## src/rtl/demux1_2_reg_pkg.sv

```systemverilog
// demux1_2_reg_pkg: shared port selectors, default widths and holding-stage states
package demux1_2_reg_pkg;
  localparam logic SEL_P1 = 1'b0;
  localparam logic SEL_P2 = 1'b1;
  localparam int N_DEF = 32;
  localparam int CNT_W_DEF = 16;
  typedef enum logic {EMPTY, FULL} state_t;
endpackage

```

## src/rtl/demux1_2_reg_counter.sv

```systemverilog
// xfer_counter: wrapping transfer counter, cleared by synchronous reset
module xfer_counter #(
  parameter int CNT_W = 16
) (
  input  logic             clk,
  input  logic             rst,
  input  logic             inc,
  output logic [CNT_W-1:0] cnt
);
  logic [CNT_W-1:0] cnt_q;
  always_ff @(posedge clk) cnt_q <= rst ? '0 : cnt_q + CNT_W'(inc);
  assign cnt = cnt_q;
endmodule

```

## src/rtl/demux1_2_reg.sv

```systemverilog
// demux1_2_reg: registered 1-to-2 valid/ready demultiplexer with per-port transfer counters
module demux1_2_reg
  import demux1_2_reg_pkg::*;
#(
  parameter int n     = N_DEF,
  parameter int CNT_W = CNT_W_DEF
) (
  input  logic             clk,
  input  logic             rst,
  input  logic [n-1:0]     di,
  input  logic             sel,
  input  logic             di_valid,
  output logic             di_ready,
  output logic [n-1:0]     do1,
  output logic             do1_valid,
  input  logic             do1_ready,
  output logic [n-1:0]     do2,
  output logic             do2_valid,
  input  logic             do2_ready,
  output logic [CNT_W-1:0] cnt1,
  output logic [CNT_W-1:0] cnt2
);
  state_t state_q, state_d;
  logic [n-1:0] data_q, data_d;
  logic sel_q, sel_d;
  logic out_take, in_take;
  assign out_take = (state_q == FULL) && (sel_q == SEL_P2 ? do2_ready : do1_ready);
  assign di_ready = (state_q == EMPTY) || out_take;
  assign in_take  = di_valid && di_ready;
  always_comb begin
    state_d = in_take ? FULL : out_take ? EMPTY : state_q;
    data_d  = in_take ? di : data_q;
    sel_d   = in_take ? sel : sel_q;
  end
  always_ff @(posedge clk) begin
    if (rst) begin
      state_q <= EMPTY;
      data_q  <= '0;
      sel_q   <= SEL_P1;
    end else begin
      state_q <= state_d;
      data_q  <= data_d;
      sel_q   <= sel_d;
    end
  end
  assign do1       = data_q;
  assign do2       = data_q;
  assign do1_valid = (state_q == FULL) && (sel_q == SEL_P1);
  assign do2_valid = (state_q == FULL) && (sel_q == SEL_P2);
  xfer_counter #(.CNT_W(CNT_W)) u_cnt1 (
    .clk(clk), .rst(rst), .inc(do1_valid && do1_ready), .cnt(cnt1)
  );
  xfer_counter #(.CNT_W(CNT_W)) u_cnt2 (
    .clk(clk), .rst(rst), .inc(do2_valid && do2_ready), .cnt(cnt2)
  );
endmodule

```

## config.mk

```make
export PLATFORM = sky130hd
export DESIGN_NAME = demux1_2_reg
export DESIGN_NICKNAME = d
export VERILOG_FILES = /design/src/rtl/demux1_2_reg_pkg.sv /design/src/rtl/demux1_2_reg_counter.sv /design/src/rtl/demux1_2_reg.sv
export SDC_FILE = /design/constraint.sdc
export NUM_CORES = 1
export LEC_CHECK = 0
export CORE_MARGIN = 4
export CORE_UTILIZATION = 44
export DETAILED_ROUTE_END_ITERATION = 12
export PLACE_DENSITY_LB_ADDON = 0.3
export SLEW_MARGIN = 40
export SYNTH_ARGS = -nofsm -noshare
export SYNTH_HDL_FRONTEND = slang
export SYNTH_SLANG_ARGS = --single-unit
```

## constraint.sdc

```tcl
create_clock -name clk -period 3.88 [get_ports clk]
set_input_delay 0.776 -clock clk [delete_from_list [all_inputs] [get_ports clk]]
set_output_delay 0.776 -clock clk [all_outputs]
set_load 0.02 [all_outputs]
```

### After elaboration in Yosys (flattened, before gate mapping)

Index checks and enable logic that the tools add are counted.

| storage, ports and cells | value |
|---|---|
| register bits after elaboration | 66 |

| operators by class | value |
|---|---|
| $add $sub $neg | 2 |
| mux-type cells | 3 |
| bitwise operators | 2 |
| reduce and logical (&&, ||, !) cells | 8 |

Operators with widths:

| kind | count |
|---|---|
| adder 16 x 1 -> 16 bit | 2 |
| logical AND 1 bit | 6 |
| 2-to-1 mux 1 bit | 3 |
| inverter 1 bit | 2 |
| nonzero test 2 bit | 1 |
| logical OR 1 bit | 1 |

### Longest topological paths before layout

| depth | value |
|---|---|
| depth after elaboration | 5 |
| depth in mapped cells | 8 |
| mapped depth without buffers | 8 |

### By module

Synthesis repeated with hierarchy kept, for this count alone.

| unflattened totals | value |
|---|---|
| cell total of the unflattened synthesis | 442 |
| area total of the unflattened synthesis | 3875.0 um2 |

Modules (own cells, without submodules):

| module | instances | cells each | area each (um2) | sequential area each (um2) |
|---|---|---|---|---|
| demux1_2_reg | 1 | 278 | 2378.5 | 680.7 |
| xfer_counter | 2 | 82 | 748.2 | 320.3 |

### Worst setup path after synthesis

Ideal clock, no wire load.

| path | value |
|---|---|
| kind | in2reg |
| start | input do2_ready |
| end | register u_cnt2.cnt_q[14] (netlist: u_cnt2.cnt[14]) |
| library setup time | 0.128 ns |
| arrival | 2.013 ns |
| setup slack | 1.739 ns |
| stages on the path | 7 |
| cells stage by stage | and3_2 > ha_1 > ha_1 > nand4_2 > nor4_1 > xnor2_1 > nor2_1 |

| between the ends | value |
|---|---|
| word-level cells in the longest chain between the ends | 2 |

RTL lines:

| what | line | text |
|---|---|---|
| from (decl) | demux1_2_reg.sv:19 | `input logic do2_ready,` |
| logical AND 1 bit | demux1_2_reg.sv:54 | `.clk(clk), .rst(rst), .inc(do2_valid && do2_ready), .cnt(cnt2)` |
| adder 16 x 1 -> 16 bit | demux1_2_reg_counter.sv:11 | `always_ff @(posedge clk) cnt_q <= rst ? '0 : cnt_q + CNT_W'(inc);` |
| to (signal assigned) | demux1_2_reg_counter.sv:11 |  |
| to (decl) | demux1_2_reg_counter.sv:10 | `logic [CNT_W-1:0] cnt_q;` |

No other way between the ends.
A chain may end at the register's enable or synchronous reset.

### Worst setup path in the final report

| path | value |
|---|---|
| start | input do2_ready |
| end | output di_ready |

| between the ends | value |
|---|---|
| word-level cells in the longest chain between the ends | 3 |

RTL lines:

| what | line | text |
|---|---|---|
| 2-to-1 mux 1 bit | demux1_2_reg.sv:27 | `assign out_take = (state_q == FULL) && (sel_q == SEL_P2 ? do2_ready : do1_ready);` |
| logical AND 1 bit | demux1_2_reg.sv:27 |  |
| logical OR 1 bit | demux1_2_reg.sv:28 | `assign di_ready = (state_q == EMPTY) \|\| out_take;` |
| to (decl) | demux1_2_reg.sv:13 | `output logic di_ready,` |

No other way between the ends.

==> flow_summary.json <==
{
  "fillCellCount": 553,
  "cp_slowest_cell": "clkdlybuf4s50_1",
  "die_w_um": 89.5,
  "synthMuxAreaShare_pct": 11.7,
  "synth-compound-area-share_pct": 1.63,
  "crit_chain": "clkdlybuf4s50_1 > mux2i_1 > nand2_1 > clkdlybuf4s50_1",
  "post_drt_wl_per_cell_um": 14.1,
  "synth_cells": 301,
  "numPortBuffers": 136,
  "crit_path_frequent_cell": "clkdlybuf4s50_1",
  "synthXorXnorAreaFrac_pct": 7.20,
  "power_density_nw_per_um2": 340,
  "die-area_um2": 8000,
  "synth_area_per_cell_um2": 9.70,
  "drc": 0,
  "first_pass_iters": 4,
  "postSynthNetCount": 345,
  "worst_slew_pin_slew_ps": 591,
  "hold_path_depth": 2,
  "grt_usage_pct": 16.7,
  "antenna_cells": 0,
  "synth-simple-area-share_pct": 19.4,
  "cap_viol_max_count": 0,
  "clkSlewWorstSetupHoldPaths_ps": 60,
  "antenna_found_initial": 0,
  "tns_ps": 0,
  "overflow": 0,
  "place.gp.congestion": 0.761,
  "root_buffer": "clkbuf_8",
  "r2r_cells": 8,
  "path_class": "in -> out",
  "cts_num_sinks": 66,
  "cts_tree": "done",
  "grt_pass1_wl_mm": 10.4,
  "fmax_ghz": 0.337,
  "critPathBufInv": 2,
  "startpoint_type": "input pin",
  "synth-seq-cells": 66,
  "grt_max_degree": 58,
  "synth_edf_count": 0,
  "seq_area_frac_synth_pct": 45.2,
  "setup_ws_ps": 911,
  "layout-drive-gt1-share_pct": 4.91,
  "irDropWorstVdd_mv": 0.266,
  "synth_cell_types": 28,
  "initial_core_util_pct": 45.7,
  "synth_flop_cell": "dfxtp_1",
  "rows": 29,
  "place_ws_ps": 919,
  "vias": 2391,
  "ys_warn_count": 0,
  "core-area_um2": 6390,
  "cp_top_family": "buffers and inverters",
  "cts_setup_buffers": 0,
  "slew_violations": 0,
  "grt_setup_unrepaired": "false",
  "clk_latency_ps": 330,
  "min_to": "u_cnt2.cnt[15]$_SDFF_PP0_",
  "critPathMaxStageDelay_ps": 550,
  "slew_headroom_pct": 60.6,
  "fin_crit_ps": 2970,
  "io-pin-count": 137,
  "wl_mm": 6.82,
  "nets": 449,
  "r2r_end": "u_cnt1.cnt[12]$_SDFF_PP0_",
  "via_per_inst": 4.94,
  "fin_skew_ps": 9.08,
  "hold_path.class": "reg -> reg",
  "path_max_fanout": 3,
  "finalSetupViolations": 0,
  "status": "complete, no violations",
  "synth.cell_area_um2": 2920,
  "dp_hpwl_mm": 5.08,
  "cts.htree.levels": 3,
  "synthArstFlopShare_pct": 0,
  "cts_buffers": 9,
  "cts_resized": 0,
  "min_period_over_period_pct": 76.5,
  "die_y_um": 89.5,
  "p_total_w": 0.00142,
  "clock_path_buffers": 2,
  "hold_violations": 0,
  "r2r-start": "state_q$_SDFFE_PP0P_",
  "cts_hold_buf": 0,
  "synthAdderAreaFrac_pct": 2.57,
  "drtIter0Drc": 73,
  "end_kind": "output pin",
  "antenna_left": 0,
  "worst_ep_arrival_time_ps": 2190,
  "min_from": "u_cnt2.cnt[15]$_SDFF_PP0_",
  "p_leak_nw": 1.61,
  "grt_pass1_vias": 2225,
  "area_growth_pct": 43.6,
  "reg2reg_slack_ps": 1720,
  "synth_top_family_by_area": "simple AND/OR/NAND/NOR gates",
  "cp.required_ps": 3100
}
[worst max path at each step]
stage,from,endpoint,cells after the start
finish,do2_ready,di_ready,4
detailed placement,do2_ready,di_ready,4
CTS,do2_ready,di_ready,4
global placement,do2_ready,di_ready,4
global route,do2_ready,di_ready,4
floorplan,do2_ready,u_cnt2.cnt[14]$_SDFF_PP0_,7
[tightest hold or removal path: stages (launching register included)]
cell and delay [ps]:
dfxtp_1 320, nand2b_1 70, o21ai_0 60
[cells by family (layout without fill, tap and decap cells)]
group,count (synthesis),after routing
compound gates,9,9
xor+xnor,24,24
fa+ha+maj,6,6
buf+inv,48,154
flops,66,66
mux,34,34
simple gates,114,114
[cells in the mapped netlist, drive strengths merged, types with 5 or more instances]
| master | instances | share of area, % |
|---|---|---|
| dfxtp | 66 | 45 |
| nor2 | 60 | 7.7 |
| buf | 41 | 11 |
| mux2i | 34 | 12 |
| xor2 | 14 | 4.2 |
| nand4 | 11 | 2.8 |
| xnor2 | 10 | 3.0 |
| nand2 | 9 | 1.2 |
| nand3 | 9 | 1.7 |
| ha | 6 | 2.6 |
| nor2b | 5 | 1.1 |
[cell type report]
| class | count | area (um^2) | area share (%) |
|---|---|---|---|
| Sequential cell | 66 | 1320 | 31.5 |
| Clock inverter | 1 | 5.00 | 0.119 |
| Inverter | 3 | 11.3 | 0.269 |
| Clock buffer | 12 | 135 | 3.22 |
| Timing Repair Buffer | 138 | 1370 | 32.8 |
| Multi-Input combinational cell | 187 | 1250 | 29.8 |
| Tap cell | 77 | 96.3 | 2.30 |
[flip-flops by register name (all words and copies together), names as in the netlist]
| register | flops |
|---|---|
| do1 | 32 |
| u_cnt2.cnt | 16 |
| u_cnt1.cnt | 16 |
| sel_q | 1 |
| state_q | 1 |
[report_power, final]
part	internal (W)	leakage [nW]	switching, W
Sequential	0.000702	0.538	0.0000199
Clock	0.000221	0.0722	0.000232
Combinational	0.000134	0.999	0.000116
[layout by cell type (no fill, tap or decap), types with 6 or more instances in the layout]
master and count:
xor2_1 14, clkbuf_8 9, xnor2_1 10, clkdlybuf4s50_1 135
mux2i_1 34, nor2_1 60, dfxtp_1 66, nand2_1 9
nand4_1 9, nand3_1 8, ha_1 6
[per-stage QoR]
stage / cells / cell area (um^2) / util [%] / hold slack, ps
5_1_grt: 484 / 4190 / 65.7 / 544
3_3_place_gp: 471 / 4050 / 63.4 / 472
4_1_cts: 484 / 4190 / 65.7 / 501
6_report: 484 / 4190 / 65.7 / 498
2_1_floorplan: 301 / 2920 / - / 516
3_5_place_dp: 471 / 4050 / 63.5 / 487
[per-layer routing]
layer / up-vias / GRT usage, % / share of wire, %
li1: 1176 / - / -
met1: 1119 / 20.9 / 41
met2: 86 / 26.1 / 50
met3: 10 / 5.25 / 7.6
met4: 0 / 8.25 / 1.5
met5: - / 0 / 0
Power figures use the tool's default switching activity.
